**src/rtl/sort_pkg.sv**
```systemverilog
// sort_pkg: shared FSM state encoding and default geometry for sort_ctrl.
package sort_pkg;
    localparam int DEF_DATA_WIDTH = 8;
    localparam int DEF_ADDR_WIDTH = 4;
    typedef enum logic [2:0] {IDLE, RD_A, RD_B, CMP, WR_A, WR_B, DONE} state_t;
endpackage

```
**src/rtl/sort_ctrl.sv**
```systemverilog
// sort_ctrl: in-place descending bubble sort of an external SRAM with registered read.
module sort_ctrl
    import sort_pkg::*;
#(
    parameter int DATA_WIDTH = DEF_DATA_WIDTH,
    parameter int ADDR_WIDTH = DEF_ADDR_WIDTH
) (
    input  logic                    clk,
    input  logic                    reset,
    input  logic                    start,
    output logic                    busy,
    output logic                    done,
    output logic [2*ADDR_WIDTH-1:0] swap_cnt,
    output logic                    sram_en,
    output logic                    sram_we,
    output logic [ADDR_WIDTH-1:0]   sram_addr,
    output logic [DATA_WIDTH-1:0]   sram_wdata,
    input  logic [DATA_WIDTH-1:0]   sram_rdata
);
    localparam logic [ADDR_WIDTH-1:0] LAST_IDX = ADDR_WIDTH'(2**ADDR_WIDTH - 2);
    state_t state;
    logic [ADDR_WIDTH-1:0] j, p;
    logic [DATA_WIDTH-1:0] a;
    logic swapped, adv, sw_eff, row_end, all_done;
    always_comb begin
        adv = (state == CMP && !(a < sram_rdata)) || state == WR_B;
        sw_eff = swapped || state == WR_B;
        row_end = j == LAST_IDX - p;
        all_done = !sw_eff || p == LAST_IDX;
    end
    // Outputs are registered for the state being entered, so they line up with that state's cycle.
    always_ff @(posedge clk) begin
        sram_en <= 1'b0;
        sram_we <= 1'b0;
        sram_addr <= '0;
        sram_wdata <= '0;
        done <= 1'b0;
        if (reset) begin
            state <= IDLE;
            busy <= 1'b0;
            swap_cnt <= '0;
            j <= '0;
            p <= '0;
            swapped <= 1'b0;
            a <= '0;
        end else begin
            case (state)
                IDLE: if (start) begin
                    j <= '0;
                    p <= '0;
                    swap_cnt <= '0;
                    swapped <= 1'b0;
                    busy <= 1'b1;
                    state <= RD_A;
                    sram_en <= 1'b1;
                end
                RD_A: begin
                    state <= RD_B;
                    sram_en <= 1'b1;
                    sram_addr <= j + 1'b1;
                end
                RD_B: begin
                    state <= CMP;
                    a <= sram_rdata;
                end
                // B is captured straight into the write-data register for WR_A.
                CMP: if (a < sram_rdata) begin
                    state <= WR_A;
                    sram_en <= 1'b1;
                    sram_we <= 1'b1;
                    sram_addr <= j;
                    sram_wdata <= sram_rdata;
                end
                WR_A: begin
                    state <= WR_B;
                    sram_en <= 1'b1;
                    sram_we <= 1'b1;
                    sram_addr <= j + 1'b1;
                    sram_wdata <= a;
                end
                WR_B: begin
                    swap_cnt <= swap_cnt + 1'b1;
                    swapped <= 1'b1;
                end
                default: state <= IDLE;
            endcase
            if (adv) begin
                if (!row_end) begin
                    j <= j + 1'b1;
                    state <= RD_A;
                    sram_en <= 1'b1;
                    sram_addr <= j + 1'b1;
                end else if (all_done) begin
                    state <= DONE;
                    busy <= 1'b0;
                    done <= 1'b1;
                end else begin
                    p <= p + 1'b1;
                    j <= '0;
                    swapped <= 1'b0;
                    state <= RD_A;
                    sram_en <= 1'b1;
                end
            end
        end
    end
endmodule

```
**config.mk**
```make
export PLATFORM = sky130hd
export DESIGN_NAME = sort_ctrl
export DESIGN_NICKNAME = d
export VERILOG_FILES = /design/src/rtl/sort_pkg.sv /design/src/rtl/sort_ctrl.sv
export SDC_FILE = /design/constraint.sdc
export NUM_CORES = 1
export LEC_CHECK = 0
export CORE_MARGIN = 1.5
export CORE_UTILIZATION = 53
export CTS_CLUSTER_SIZE = 30
export DETAILED_ROUTE_END_ITERATION = 10
export PLACE_DENSITY = 0.88
export SLEW_MARGIN = 20
export SYNTH_ARGS = -nofsm -noshare
export SYNTH_HDL_FRONTEND = slang
export SYNTH_SLANG_ARGS = --single-unit
```
**constraint.sdc**
```tcl
create_clock -name clk -period 3.6 [get_ports clk]
set_clock_uncertainty 0.1 [all_clocks]
set_input_delay 1.08 -clock clk [delete_from_list [all_inputs] [get_ports clk]]
set_output_delay 1.08 -clock clk [all_outputs]
set_load 0.01 [all_outputs]
```
======== Word level (Yosys, flattened, before mapping) ========
Cells that the tools add are included.
word-level totals
  flip-flop bits (word level) ............. 44
  bits of input ports ..................... 11
  output and inout port bits .............. 24
operators by class
  add/subtract/negate cells ............... 4
  order comparisons ....................... 1
  equality and inequality tests ........... 11
  multiplexer cells ....................... 42
  bitwise operators ....................... 2
  reductions and logical operators ........ 12
operator list
  kind                 count
  $mux 4               13
  $pmux 8 s2           2
  $pmux 3 s6           1
  $mux 8               2
  $mux 1               15
  $mux 3               5
  $add 4x1->4 const B  2
  $add 8x1->8 const B  1
  $lt 8x8->1           1
  $pmux 4 s2           1
  $eq 3x2->1 const B   2
  $eq 3x3->1 const B   2
  $eq 4x4->1           1
  $eq 4x4->1 const B   1
  $ne 2x2->1 const B   2
  $pmux 1 s2           2
  $sub 4x4->4 const A  1
  $eq 3x1->1 const B   1
  $logic_not 3->1      1
  $logic_or 1x1->1     3
  $ne 3x2->1 const B   1
  $ne 3x3->1 const B   1
  $pmux 1 s3           1
  $reduce_and 3->1     1
  7 further kinds      9

======== Depth between registers and ports, before layout ========
Gate-level depths: netlist of run 1.
  depth in word-level cells ............... 7
  depth in mapped cells ................... 9

======== Worst setup path before layout of run 1 ========
Ideal clock, no wire load.
  path kind ............................... input-to-reg
  start point ............................. input sram_rdata[7]
  end point ............................... register p[2]
  arrival ................................. 2.792 ns
  data required time ...................... 3.425 ns
  slack ................................... 0.633 ns
  stages .................................. 8
  path buffers ............................ 0
  path through ............................ inv_1 > ha_1 > and3_1 > nor4b_4 > o21ai_2 > a211o_4 > or3b_1 > a31oi_1
on the way
  word-level cells in the longest chain between the ends .. 5
RTL lines
  item                  line             text
  from (decl)           sort_ctrl.sv:18  input logic [DATA_WIDTH-1:0] sram_rdata
  $lt 8x8->1            sort_ctrl.sv:26  adv = (state == CMP && !(a < sram_rdata)) || state == WR_B;
  $logic_not 1->1       sort_ctrl.sv:26
  $logic_and 1x1->1     sort_ctrl.sv:26
  $logic_or 1x1->1      sort_ctrl.sv:26
  $mux 4                sort_ctrl.sv:87  if (adv) begin
  to (signal assigned)  sort_ctrl.sv:98  p <= p + 1'b1;
  to (decl)             sort_ctrl.sv:22  logic [ADDR_WIDTH-1:0] j, p;
No other way between the ends.
A chain may end at the register's enable or synchronous reset.

======== Final worst setup path of run 1 ========
Same ends and word-level chain as after synthesis.

==> results of run 1 <==
power breakdown:
group | internal [mW] | switching [mW] | total (mW)
clock network | 0.209 | 0.180 | 0.389
logic | 0.0618 | 0.0783 | 0.140
registers | 0.502 | 0.0227 | 0.525
total | 0.773 | 0.281 | 1.05
sequential cells by signal, indices dropped and copies added, names as in the netlist:
name	flops
a	8
j	4
p	4
sram_wdata	8
state	3
sram_addr	4
sram_en	1
busy	1
done	1
sram_we	1
swap_cnt	8
swapped	1
synthesized netlist by cell type (3+ instances only):
| cell type | number | area (um2) |
|---|---|---|
| a21o_1 | 3 | 22.5 |
| a21oi_1 | 20 | 100 |
| a22oi_1 | 9 | 67.6 |
| a311oi_1 | 3 | 26.3 |
| and2_1 | 5 | 31.3 |
| and3_1 | 3 | 18.8 |
| clkbuf_1 | 7 | 26.3 |
| dfxtp_1 | 44 | 881 |
| ha_1 | 11 | 138 |
| inv_1 | 13 | 48.8 |
| mux2i_1 | 3 | 30.0 |
| nand2_1 | 29 | 109 |
| nand2b_1 | 6 | 37.5 |
| nand3_1 | 15 | 75.1 |
| nor2_1 | 37 | 139 |
| nor2b_1 | 3 | 18.8 |
| o21ai_0 | 3 | 15.0 |
| o21ai_1 | 8 | 40.0 |
| o21bai_1 | 4 | 30.0 |
| xnor2_1 | 5 | 43.8 |
through the flow:
stage	hold slack (ns)	cells	util	TNS, ns	worst slack, ns
final	0.385	348	0.681	0	0.298
after global routing	0.416	348	0.681	0	0.201
after CTS	0.385	348	0.681	0	0.304
after detailed placement	0.370	340	0.652	-0.00327	-0.00327
after global placement	0.352	340	0.652	0	0.0848
after floorplan	0.345	260	-	0	0.633
cells by family (layout without fill, tap and decap cells):
group / after synthesis / count (layout) / synth area share
simple gates: 107 / 107 / 0.240
compound gates: 63 / 63 / 0.199
flops: 44 / 44 / 0.404
buf+inv: 23 / 61 / 0.0413
fa+ha+maj: 11 / 11 / 0.0631
xor+xnor: 7 / 7 / 0.0281
mux: 5 / 5 / 0.0241
layout by cell type (no fill, tap or decap), types with 4 or more instances in the layout:
master,instances
a21oi_1,20
inv_1,13
clkdlybuf4s50_1,34
xnor2_1,5
dfxtp_1,44
buf_4,6
o21ai_1,8
nand2b_1,6
ha_1,11
and2_1,5
clkbuf_8,5
nand2_1,29
a22oi_1,9
nand3_1,15
nor2_1,37
o21bai_1,4
worst max-delay path, delay by kind of cell:
kind	cells	cell delay (ns)
buf+inv	2	0.58
simple gates	3	0.89
compound gates	3	0.62
fa+ha+maj	1	0.28
worst max path at each step:
stage	end	slack, ns	cells after the start
after floorplan	p[2]	0.63	8
after global placement	sram_wdata[3]	0.08	10
after detailed placement	p[2]	-0.003	9
after CTS	p[2]	0.30	9
after global routing	p[1]	0.20	10
final	p[2]	0.30	9
metal layers:
layer / GRT usage / vias up
li1: - / 976
met1: 0.282 / 911
met2: 0.349 / 61
met3: 0.0583 / 10
met4: 0.0893 / 0
met5: 0 / -
area by class of cell:
class,count,area share
sequential,44,0.326
tap,50,0.0231
clock inverter,3,0.0171
multi-input combinational,193,0.448
timing repair buffer,40,0.143
inverter,13,0.0181
clock buffer,5,0.0255
==> metrics, run 1 <==
port bufs=34; number of synthesized register bits=44; GRT Util Overall=0.219; peak fanout along the critical path=5; launching point of the worst reg2reg path=p[0]; DP Wirelength=roughly 3.3 mm; DIE HEIGHT=~67 um; Starting Density=0.549; 1st-pass router iterations=4; reg-to-reg endpoint=p[2]; Final Hold Fails=0; Clk Latency, worst-skew pair=0.31 ns; DRC=0; critical path class=input pin to flip-flop; Leak=roughly 1.0 nW; area of the multi-input gates=1210 um2; CP Launch Type=input pin; Gate Count Post-Synth=260; register area share after synthesis=0.404; Fillers=~310; DR WL met3=about 260 um; status=finished, final reports clean; synthesis-to-finish area growth=23.9%; Worst Hold Class=flip-flop to flip-flop; maximum vdd drop=between 0.0002 and 0.00025 V; postcts setup bufs=0; Design Power=1.05 mW; Nets=~320; Register Area=about 900 um2; Max clock buf depth=2; number of diodes=0; Max Slew Vio Count=0; first-pass GRT wire length=~7.5 mm; number of H-tree levels=2; via count=approximately 2,000; Mapped Nets=282; CTS Hold Bufs=0; worst-margin pin slew=roughly 0.70 ns; CP cell instances=clkdlybuf4s50_1 -> inv_1 -> ha_1 -> and3_1 -> nor4b_4 -> o21ai_2 -> a211o_4 -> or3b_1 -> a31oi_1; layout cells sized above 1=0.0805; R2R depth=7; largest net degree at the start of global routing=20; number of global-route vias before repair=about 1,700; vias per cell=around 5.6; Placed Area=between 2000 and 3000 um2; PD cells=390 nW/um2; Post-Syn Area=2180 um2; Die ar.=4510 um2; CTS sink cnt=44; worst hold path endpoint=a[3]; Detailed Route WL=~4.6 mm; RePlAce Congestion=around 0.85; met1 WL=approximately 2 mm; Crit. End Element=flip-flop; number of flops mapped to enable cells by yosys=0; fin crit share=0.917; Worst slew margin=0.531; core area=roughly 4000 um2; worst hold path cell count=2; final setup vio count=0; reg2reg setup slack=1.25 ns; Synth warnings=0; CP max stage cell=clkdlybuf4s50_1; Num CTS Buffers=5; post-route minimum period=3.30 ns; number of DRC markers in iteration 0=126; Worst Path Required=roughly 3.7 ns; Fmax=between 300 and 400 MHz; met2 wire len=approximately 2.2 mm; clock transition at the registers of the reported paths=~0.090 ns; syn_area_per_cell=~8.4 um2; design area=roughly 2700 um2; Routed Antenna Nets=0; Max stage delay on crit path=0.52 ns; CTS Root Cell=clkbuf_8; I/O pins=35; Cell Rows=23; Horiz. Die Dim=67.1 um; unrepaired setup endpoints after global routing=false; post-synth cell types=43; top routing layer used=met4; # Max-Cap Violations=0; Post-CTS Resized=0; Synth Flop Type=dfxtp_1; grt ovf=0; CTS tree=built; initial antenna violation count=0; crit path launch=sram_rdata[7]; post-synthesis async set-or-reset flop share=0; arrival time at the worst endpoint=3.44 ns; DR WL/cell=around 13 um; Hold Startpoint=a[3]
(Power assumes the default switching activity.)
==> inputs of run 2 (changes only) <==
--- a/config.mk
+++ b/config.mk
@@ -10,7 +10,7 @@
 export CTS_CLUSTER_SIZE = 30
 export DETAILED_ROUTE_END_ITERATION = 10
 export PLACE_DENSITY = 0.88
-export SLEW_MARGIN = 20
+export SLEW_MARGIN = 10
 export SYNTH_ARGS = -nofsm -noshare
 export SYNTH_HDL_FRONTEND = slang
 export SYNTH_SLANG_ARGS = --single-unit
==> results of run 2 <==
Same layout as run 1: the final DEF is identical, and so are final timing and power.
==> inputs of run 3 (changes only) <==
--- a/config.mk
+++ b/config.mk
@@ -9,6 +9,7 @@
 export CORE_UTILIZATION = 53
 export CTS_CLUSTER_SIZE = 30
 export DETAILED_ROUTE_END_ITERATION = 10
+export MAX_ROUTING_LAYER = met4
 export PLACE_DENSITY = 0.88
 export SLEW_MARGIN = 10
 export SYNTH_ARGS = -nofsm -noshare
==> metrics, run 3 (synthesis gave the netlist of run 1 again) <==
post-route setup slack=0.287 ns; Register Area=between 800 and 900 um2; Nets=between 300 and 400; commonest non-fill, non-tap cell in the layout=dfxtp_1; Max Slew Vio Count=0; CTS Root Cell=clkbuf_8; Fillers=between 300 and 400; GRT Util Overall=0.226; maximum vdd drop=around 0.00023 V; CTS tree=built; Fmax=between 300 and 400 MHz; # Max-Cap Violations=0; worst hold path endpoint=a[3]; Design Power=roughly 1.1 mW; core area=around 4000 um2; Num CTS Buffers=5; number of global-route vias before repair=around 1,700; Worst slew margin=0.530; DIE HEIGHT=between 60 and 70 um; Clk Latency, worst-skew pair=about 0.3 ns; Largest regs=a (8), sram_wdata (8), swap_cnt (8); worst hold path cell count=2; post-route setup TNS=0 ns; final setup vio count=0; Worst Path Required=3.73 ns; reg-to-reg endpoint=p[2]; Max stage delay on crit path=0.52 ns; launching point of the worst reg2reg path=p[0]; layout cells sized above 1=0.0805; unrepaired setup endpoints after global routing=false; largest net degree at the start of global routing=20; critical path class=input pin to flip-flop; reg2reg setup slack=around 1.3 ns; worst-margin pin slew=about 0.7 ns; Post-CTS Resized=0; Routed Antenna Nets=0; Crit. End Element=flip-flop; postcts setup bufs=0; post-route minimum period=~3.3 ns; DP Wirelength=about 3.3 mm; Starting Density=0.549; Detailed Route WL=4.59 mm; number of buffers and inverters on the critical path=2; DP Worst Slack=-0.00327 ns; Placed Area=2590 um2; Horiz. Die Dim=67.1 um; Hold Startpoint=a[3]; number of H-tree levels=2; Max clock buf depth=2; DR WL/cell=roughly 13 um; I/O pins=35; design area=2700 um2; Top delay family on crit path=simple AND/OR/NAND/NOR gates; synthesis-to-finish area growth=23.9%; peak fanout along the critical path=5; initial antenna violation count=0; CTS Hold Bufs=0; CTS sink cnt=44; most frequent cells in the layout=44 x dfxtp_1, 37 x nor2_1, 34 x clkdlybuf4s50_1, 29 x nand2_1, 20 x a21oi_1; RePlAce Congestion=~0.87; DRC=0; Final Hold Fails=0; CP max stage cell=clkdlybuf4s50_1; number of DRC markers in iteration 0=around 150; arrival time at the worst endpoint=3.45 ns; Cell Rows=23; number of diodes=0; PD cells=389 nW/um2; R2R depth=7; 1st-pass router iterations=4; fin crit share=0.920; vias per cell=approximately 5.6; CP cell instances=clkdlybuf4s50_1 -> inv_1 -> ha_1 -> and3_1 -> nor4b_4 -> o21ai_2 -> a211o_4 -> or3b_1 -> a31oi_1; clock transition at the registers of the reported paths=roughly 0.09 ns; status=finished, final reports clean; CP Launch Type=input pin; area of the multi-input gates=between 1000 and 1500 um2; via count=between 1,500 and 2,000; Die ar.=between 4000 and 5000 um2; grt ovf=0; Leak=1.05 nW; first-pass GRT wire length=approximately 7.5 mm; Worst Hold Class=flip-flop to flip-flop; port bufs=34
-- run 3: cell counts in the layout (fill, tap and decap cells not counted) --
No cell type changed its count.
-- run 3: cell type report --
| cell class | count | area share |
|---|---|---|
| sequential | 44 | 0.326 |
| inverter | 13 | 0.0181 |
| tap | 50 | 0.0231 |
| clock inverter | 3 | 0.0171 |
| timing repair buffer | 40 | 0.143 |
| multi-input combinational | 193 | 0.448 |
| clock buffer | 5 | 0.0255 |
-- run 3: through the flow --
step,cells,hold WS (ns),utilization
floorplan,260,0.345,-
global placement,340,0.352,0.652
detailed placement,340,0.370,0.652
CTS,348,0.385,0.681
global route,348,0.416,0.681
finish,348,0.385,0.681
-- run 3: worst register-to-register path: cells and delay by family, from the launching register on --
| family | cells | cell delay [ns] |
|---|---|---|
| AND/OR/NAND/NOR | 2 | 0.60 |
| AO/OA/AOI/OAI | 2 | 0.53 |
| flip-flops | 1 | 0.41 |
| adder cells (fa/ha/maj) | 1 | 0.32 |
| XOR/XNOR | 1 | 0.24 |
| buffers and inverters | 1 | 0.09 |
-- run 3: how the worst max path moves through the flow --
stage / from / endpoint / slack, ns / depth (start not counted)
global placement: sram_rdata[1] / sram_wdata[3] / 0.08 / 10
CTS: sram_rdata[7] / p[2] / 0.30 / 9
detailed placement: sram_rdata[7] / p[2] / -0.003 / 9
global route: sram_rdata[7] / p[1] / 0.20 / 10
finish: sram_rdata[7] / p[2] / 0.29 / 9
floorplan: sram_rdata[7] / p[2] / 0.63 / 8
-- run 3: metal layers --
layer  global-route usage  routed length (um)  up-vias
met5                    -                   0        -
met4               0.0893                  72        0
met3               0.0583                 257        8
met2                0.349                2240       65
met1                0.283                2020      915
li1                     -                   -      974
-- run 3: power breakdown --
group | leakage [nW] | switching, mW | internal, mW | total [mW]
logic | 0.636 | 0.0790 | 0.0618 | 0.141
registers | 0.356 | 0.0227 | 0.502 | 0.525
clock network | 0.0548 | 0.177 | 0.209 | 0.386
total | 1.05 | 0.279 | 0.773 | 1.05
